File: config.mk
export PLATFORM = sky130hd
export DESIGN_NAME = fifo_stream_reader
export DESIGN_NICKNAME = d
export VERILOG_FILES = /design/src/rtl/fifo_stream_reader.sv
export SDC_FILE = /design/constraint.sdc
export NUM_CORES = 1
export LEC_CHECK = 0
export ABC_CLOCK_PERIOD_IN_PS = 3410
export BUFFER_PORTS_ARGS = -buffer_cell sky130_fd_sc_hd__buf_4
export CORE_ASPECT_RATIO = 0.5
export CORE_MARGIN = 4
export CORE_UTILIZATION = 25
export CTS_CLUSTER_DIAMETER = 30
export DETAILED_ROUTE_END_ITERATION = 16
export PLACE_DENSITY = 0.45
export SETUP_SLACK_MARGIN = 0.5
export SLEW_MARGIN = 20
export SYNTH_ARGS = -nofsm -noshare
export SYNTH_HDL_FRONTEND = slang
export SYNTH_SLANG_ARGS = --single-unit
File: constraint.sdc
create_clock -name clk -period 3.41 [get_ports clk]
set_clock_uncertainty 0.2 [all_clocks]
set_input_delay 0.682 -clock clk [delete_from_list [all_inputs] [get_ports clk]]
set_output_delay 0.682 -clock clk [all_outputs]
set_load 0.1 [all_outputs]
File: src/rtl/fifo_stream_reader.sv
// fifo_stream_reader: drains an 8-bit FIFO (one-cycle read latency) into a valid/ready stream
// through a skid buffer and frames it into BURST_LEN-word bursts. Define FIFO_STREAM_PARITY_EN for m_parity.
module fifo_stream_reader #(
  parameter int SKID_DEPTH = 2,
  parameter int BURST_LEN  = 8
) (
  input  logic        clk,
  input  logic        rst_n,
  output logic        fifo_re,
  input  logic        fifo_empty,
  input  logic [7:0]  fifo_dout,
  output logic        m_valid,
  input  logic        m_ready,
  output logic [7:0]  m_data,
  output logic        m_last,
`ifdef FIFO_STREAM_PARITY_EN
  output logic        m_parity,
`endif
  output logic [15:0] words_out
);

  localparam int PW = $clog2(SKID_DEPTH);
  localparam int CW = $clog2(SKID_DEPTH + 1);
  localparam int OW = CW + 1;
  localparam int BW = (BURST_LEN > 1) ? $clog2(BURST_LEN) : 1;
  localparam logic [PW-1:0] PTR_LAST  = PW'(SKID_DEPTH - 1);
  localparam logic [OW-1:0] DEPTH_W   = OW'(SKID_DEPTH);
  localparam logic [BW-1:0] BEAT_LAST = BW'(BURST_LEN - 1);

  logic [7:0]    data_r [SKID_DEPTH];
  logic [PW-1:0] rd_ptr_r;
  logic [PW-1:0] wr_ptr_r;
  logic [CW-1:0] count_r;
  logic          inflight_r;
  logic [BW-1:0] beat_r;
  logic [15:0]   words_r;
  logic          pop_s;
  logic [OW-1:0] occ_s;
`ifdef FIFO_STREAM_PARITY_EN
  logic          par_r [SKID_DEPTH];
`endif

  function automatic logic [PW-1:0] ptr_inc(input logic [PW-1:0] p);
    if (p == PTR_LAST) begin
      return {PW{1'b0}};
    end else begin
      return p + PW'(1'b1);
    end
  endfunction

  function automatic logic parity8(input logic [7:0] d);
    return ^d;
  endfunction

  // Stream view of the buffer head and the read-issue decision.
  always_comb begin
    m_valid   = 1'b0;
    pop_s     = 1'b0;
    occ_s     = {OW{1'b0}};
    fifo_re   = 1'b0;
    m_data    = 8'h00;
    m_last    = 1'b0;
    words_out = words_r;
`ifdef FIFO_STREAM_PARITY_EN
    m_parity  = par_r[rd_ptr_r];
`endif
    m_valid = (count_r != {CW{1'b0}});
    m_data  = data_r[rd_ptr_r];
    pop_s   = m_valid && m_ready;
    // Occupancy after this cycle: held words plus the word arriving, minus the word leaving.
    occ_s   = OW'(count_r) + OW'(inflight_r) - OW'(pop_s);
    if (rst_n && !fifo_empty && (occ_s < DEPTH_W)) begin
      fifo_re = 1'b1;
    end else begin
      fifo_re = 1'b0;
    end
    if (m_valid && (beat_r == BEAT_LAST)) begin
      m_last = 1'b1;
    end else begin
      m_last = 1'b0;
    end
  end

  // Skid buffer storage: captures the word of the read issued last cycle.
  always_ff @(posedge clk or negedge rst_n) begin
    if (!rst_n) begin
      for (int i = 0; i < SKID_DEPTH; i++) begin
        data_r[i] <= 8'h00;
`ifdef FIFO_STREAM_PARITY_EN
        par_r[i]  <= 1'b0;
`endif
      end
    end else if (inflight_r) begin
      data_r[wr_ptr_r] <= fifo_dout;
`ifdef FIFO_STREAM_PARITY_EN
      par_r[wr_ptr_r]  <= parity8(fifo_dout);
`endif
    end
  end

  // Pointers, occupancy, in-flight flag, burst beat and handshake counter.
  always_ff @(posedge clk or negedge rst_n) begin
    if (!rst_n) begin
      rd_ptr_r   <= {PW{1'b0}};
      wr_ptr_r   <= {PW{1'b0}};
      count_r    <= {CW{1'b0}};
      inflight_r <= 1'b0;
      beat_r     <= {BW{1'b0}};
      words_r    <= 16'h0000;
    end else begin
      count_r    <= CW'(occ_s);
      inflight_r <= fifo_re;
      if (inflight_r) begin
        wr_ptr_r <= ptr_inc(wr_ptr_r);
      end
      if (pop_s) begin
        rd_ptr_r <= ptr_inc(rd_ptr_r);
        words_r  <= words_r + 16'd1;
        if (beat_r == BEAT_LAST) begin
          beat_r <= {BW{1'b0}};
        end else begin
          beat_r <= beat_r + BW'(1'b1);
        end
      end
    end
  end

endmodule

-- Yosys cells after proc, flatten, opt, wreduce, memory -nomap -nowiden
Cells that the tools add are included.
- register bits: 40
- output and inout port bits: 27
- multiplexer cells: 11
- add/subtract/negate cells: 6
- eq/ne operators: 1
- $lt $le $gt $ge: 4
- reductions and logical operators: 7
- bitwise operators: 2
- operators with widths (kind ; count):
    two-way mux 8 bit ; 4
    adder 16 x 1 -> 16 bit, second input constant ; 1
    bitwise mux 16 bit ; 1
    demux 8 bit (select 1 bit) ; 1
    logical AND 1 bit ; 5
    >= comparator 2 bit, second input constant ; 2
    two-way mux 1 bit ; 4
    NOT 1 -> 2 bit ; 2
    adder 2 x 1 -> 3 bit ; 1
    adder 3 x 1 -> 3 bit, second input constant ; 1
    equality test 3 bit, second input constant ; 1
    less-than comparator 3 x 2 -> 1 bit, second input constant ; 1
    two-way mux 3 bit ; 1
    subtractor 3 x 1 -> 3 bit ; 1
    adder 1 bit, second input constant ; 2
    less-than comparator 2 x 1 -> 1 bit, second input constant ; 1
    nonzero test 2 bit ; 1
    logical NOT 1 bit ; 1

-- Logic depth before layout (Yosys ltp)
- word-level depth: 6
- depth in mapped cells: 8
- depth with buffers taken out: 8

-- Worst setup path before layout
Ideal clock, no wire load.
- kind: input to output
- from: in m_ready
- to: out fifo_re
- stages on the path: 8
- arrival: 5.125 ns
- required time: 2.528 ns
- path slack: -2.597 ns
- path through: o21ai_2 > inv_1 > ha_1 > inv_1 > ha_1 > fa_1 > xnor2_1 > nor4b_1
- word-level cells in the longest chain between the ends: 5
- RTL lines (item ; line ; RTL):
    start, declared ; 13 ; input logic m_ready,
    logical AND 1 bit ; 69 ; pop_s = m_valid && m_ready;
    via pop_s ; 37 ; logic pop_s;
    subtractor 3 x 1 -> 3 bit ; 71 ; occ_s = OW'(count_r) + OW'(inflight_r) - OW'(pop_s);
    less-than comparator 3 x 2 -> 1 bit ; 72 ; if (rst_n && !fifo_empty && (occ_s < DEPTH_W)) begin
    logical AND 1 bit ; 72 ;
    two-way mux 1 bit ; 72 ;
    end, declared ; 9 ; output logic fifo_re,
The timed path passes the listed nets, and every way through them passes these cells.

-- Worst setup path after layout
- from: reg count_r[1]
- to: out fifo_re
- word-level cells in the longest chain between the ends: 6
- RTL lines (item ; line ; RTL):
    start, declared ; 33 ; logic [CW-1:0] count_r;
    start signal, assigned ; 106 ; count_r <= {CW{1'b0}};
    start signal, assigned ; 111 ; count_r <= CW'(occ_s);
    nonzero test 2 bit ; 67 ; m_valid = (count_r != {CW{1'b0}});
    logical AND 1 bit ; 69 ;
    via pop_s ; 37 ;
    subtractor 3 x 1 -> 3 bit ; 71 ;
    less-than comparator 3 x 2 -> 1 bit ; 72 ;
    logical AND 1 bit ; 72 ;
    two-way mux 1 bit ; 72 ;
The timed path passes the listed nets, and every way through them passes these cells.

==> results_dict.tcl <==
set metrics [dict create \
    path_max_fanout 2 \
    drt-wirelength-per-cell_um 13.43 \
    grt_pass1_wl_mm 6.410 \
    via_per_inst 4.220 \
    worstSetupStartpointType "flop" \
    synth.distinct_cells 27 \
    slew_violations 0 \
    critPathSlowestCell "dfrtp_2" \
    cts_root_buf "clkbuf_16" \
    fillers 681 \
    cts_buffers 5 \
    die-area_mm2 0.008607 \
    fin_tns_setup_ns 0 \
    worst_setup_path_end_kind "output pin" \
    grt_max_degree 41 \
    drive_above_1_share 0.4865 \
    layout.area.seq_mm2 0.001003 \
    syn_nets 154 \
    path_cells "o21ai_4, inv_2, ha_4, inv_2, ha_4, fa_2, xnor2_2, nor4b_4, buf_6" \
    routed_wirelength_mm 3.720 \
    fin_crit_ns 3.279 \
    ant_nets 0 \
    cts_tree "built" \
    outcome "finished, final reports clean" \
    die_w_um 127.3 \
    min_period_over_period 0.9615 \
    numPortBuffers 38 \
    ys_seq_elements 40 \
    vias 1169 \
    io_pins 39 \
    clk_latency_ns 0.28 \
    multi_input_area_um2 808.3 \
    crit_buf_inv 3 \
    cp_top_family "adder cells" \
    worstHoldPathType "flop to flop" \
    slew_headroom 0.6615 \
    antenna_found_initial 0 \
    drc 0 \
    critPathMaxStageDelay_ns 0.43 \
    antenna_cells 0 \
    clock.fmax_mhz 305.0 \
    clk_path_buf_depth 2 \
    cp.required_ns 2.53 \
    hold_viol 0 \
    yosysWarnings 0 \
    dr.pass1.iters 2 \
    cts.sinks 40 \
    die_h_um 67.63 \
    dpl.hpwl_mm 2.659 \
    start_util 0.2623 \
    path_clk_slew_ns 0.06 \
    tightest_slew_ns 0.5077 \
    netlist_area_mm2 0.001778 \
    fin_nets 203 \
    ys_seq_area_frac 0.5630 \
    overflow 0 \
    num_rows 21 \
    final-setup-viol-count 0 \
    grt_pass1_vias 1274 \
    syn_to_final_growth_pct 36.59 \
    crit_arrival_ns 2.40 \
    critical_path_class "flop to output pin" \
    gp_congestion 0.7156 \
    grt_usage 0.09658 \
    htree_num_levels 2 \
    rsz0062_at_grt "true" \
    cap_viol_max_count 0 \
    core_mm2 0.006779 \
    avgSynthCellArea_um2 13.07 \
    netlist_instances 136 \
    dr.first_iter.drc_count 34 \
]
through the flow:
stage / cells / worst slack, ns / utilization / hold slack [ns] / area, um2
after floorplan: 136 / -0.4504 / - / 0.1864 / 1826
after global placement: 268 / 0.03096 / 0.3311 / 0.2649 / 2245
after detailed placement: 268 / -0.02278 / 0.3311 / 0.2703 / 2245
after CTS: 277 / 0.09744 / 0.3583 / 0.2794 / 2429
after global routing: 277 / 0.02486 / 0.3583 / 0.2989 / 2429
final: 277 / 0.1314 / 0.3583 / 0.2713 / 2429
flip-flops by register name (all words and copies together), names as in the netlist:
signal and cells:
words_out 16, wr_ptr_r 1, data_r 16, inflight_r 1, count_r 2, beat_r 3
rd_ptr_r 1
cell usage in the layout (no fill, tap or decap), types with 2 or more instances in the layout:
| master | n |
|---|---|
| nand4_1 | 2 |
| xor2_1 | 8 |
| inv_1 | 4 |
| ha_4 | 2 |
| nand3_1 | 3 |
| clkbuf_8 | 2 |
| dfrtp_2 | 2 |
| ha_1 | 3 |
| nor2_1 | 3 |
| nand2_1 | 16 |
| inv_2 | 2 |
| buf_4 | 42 |
| clkbuf_16 | 5 |
| mux2_2 | 24 |
| dfrtp_1 | 38 |
| xnor2_1 | 9 |
| nor3_1 | 3 |
area by class of cell:
| cell class | count | area share |
|---|---|---|
| sequential | 40 | 0.4132 |
| multi-input combinational | 89 | 0.3328 |
| timing repair buffer | 43 | 0.1345 |
| clock buffer | 7 | 0.06285 |
| tap | 92 | 0.04740 |
| inverter | 6 | 0.009274 |
cells in the mapped netlist:
library cell	n	area, um2
dfrtp_1	40	1001
mux2_2	24	270.3
nand2_1	16	60.06
xnor2_1	10	87.58
xor2_1	8	70.07
inv_1	6	22.52
ha_1	5	62.56
nand3_1	3	15.01
nor2_1	3	11.26
nor3_1	3	15.01
nand4_1	2	12.51
a21o_1	1	7.510
and2_1	1	6.260
and3_1	1	6.260
and4_1	1	8.760
clkbuf_1	1	3.750
fa_1	1	20.02
nand4_2	1	12.51
nor2_2	1	6.260
nor4_2	1	12.51
nor4b_1	1	8.760
nor4b_2	1	15.01
o2111a_2	1	12.51
o2111ai_1	1	8.760
o21ai_2	1	8.760
or2_1	1	6.260
or2_2	1	6.260
cells by family (layout without fill, tap and decap cells):
family / after synthesis / count (layout) / synth area share
AO/OA/AOI/OAI: 4 / 4 / 0.02111
XOR/XNOR: 18 / 18 / 0.08867
adder cells (fa/ha/maj): 6 / 6 / 0.04645
buffers and inverters: 7 / 56 / 0.01478
flip-flops: 40 / 40 / 0.5630
multiplexers: 24 / 24 / 0.1520
AND/OR/NAND/NOR: 37 / 37 / 0.1140
layer usage:
| metal | global-route usage | wire (um) |
|---|---|---|
| met5 | 0 | 0 |
| met4 | 0.04011 | 66 |
| met3 | 0.02686 | 121 |
| met2 | 0.1597 | 1774 |
| met1 | 0.1209 | 1757 |
path summary, 6_finish.rpt:
path	startpoint	endpoint	slack, ns	cells after the start
worst max-delay path	count_r[1]	fifo_re	0.13	9
worst min-delay path	words_out[15]	words_out[15]	0.27	1
worst max register to register	count_r[1]	inflight_r	1.25	8
worst min register to register	words_out[15]	words_out[15]	0.27	1
max in group asynchronous	rst_n	count_r[1]	2.36	2
min in group asynchronous	rst_n	words_out[2]	0.28	2
what timing repair did:
item	4_1_cts	5_1_grt
buffers inserted	2	0
gates resized for setup	5	0
hold buffers	0	0
pin swaps	3	0
setup endpoints to repair	1	1
Power is not shown: default switching activity piles up to over one toggle a cycle in this logic, so the estimate is an artifact.
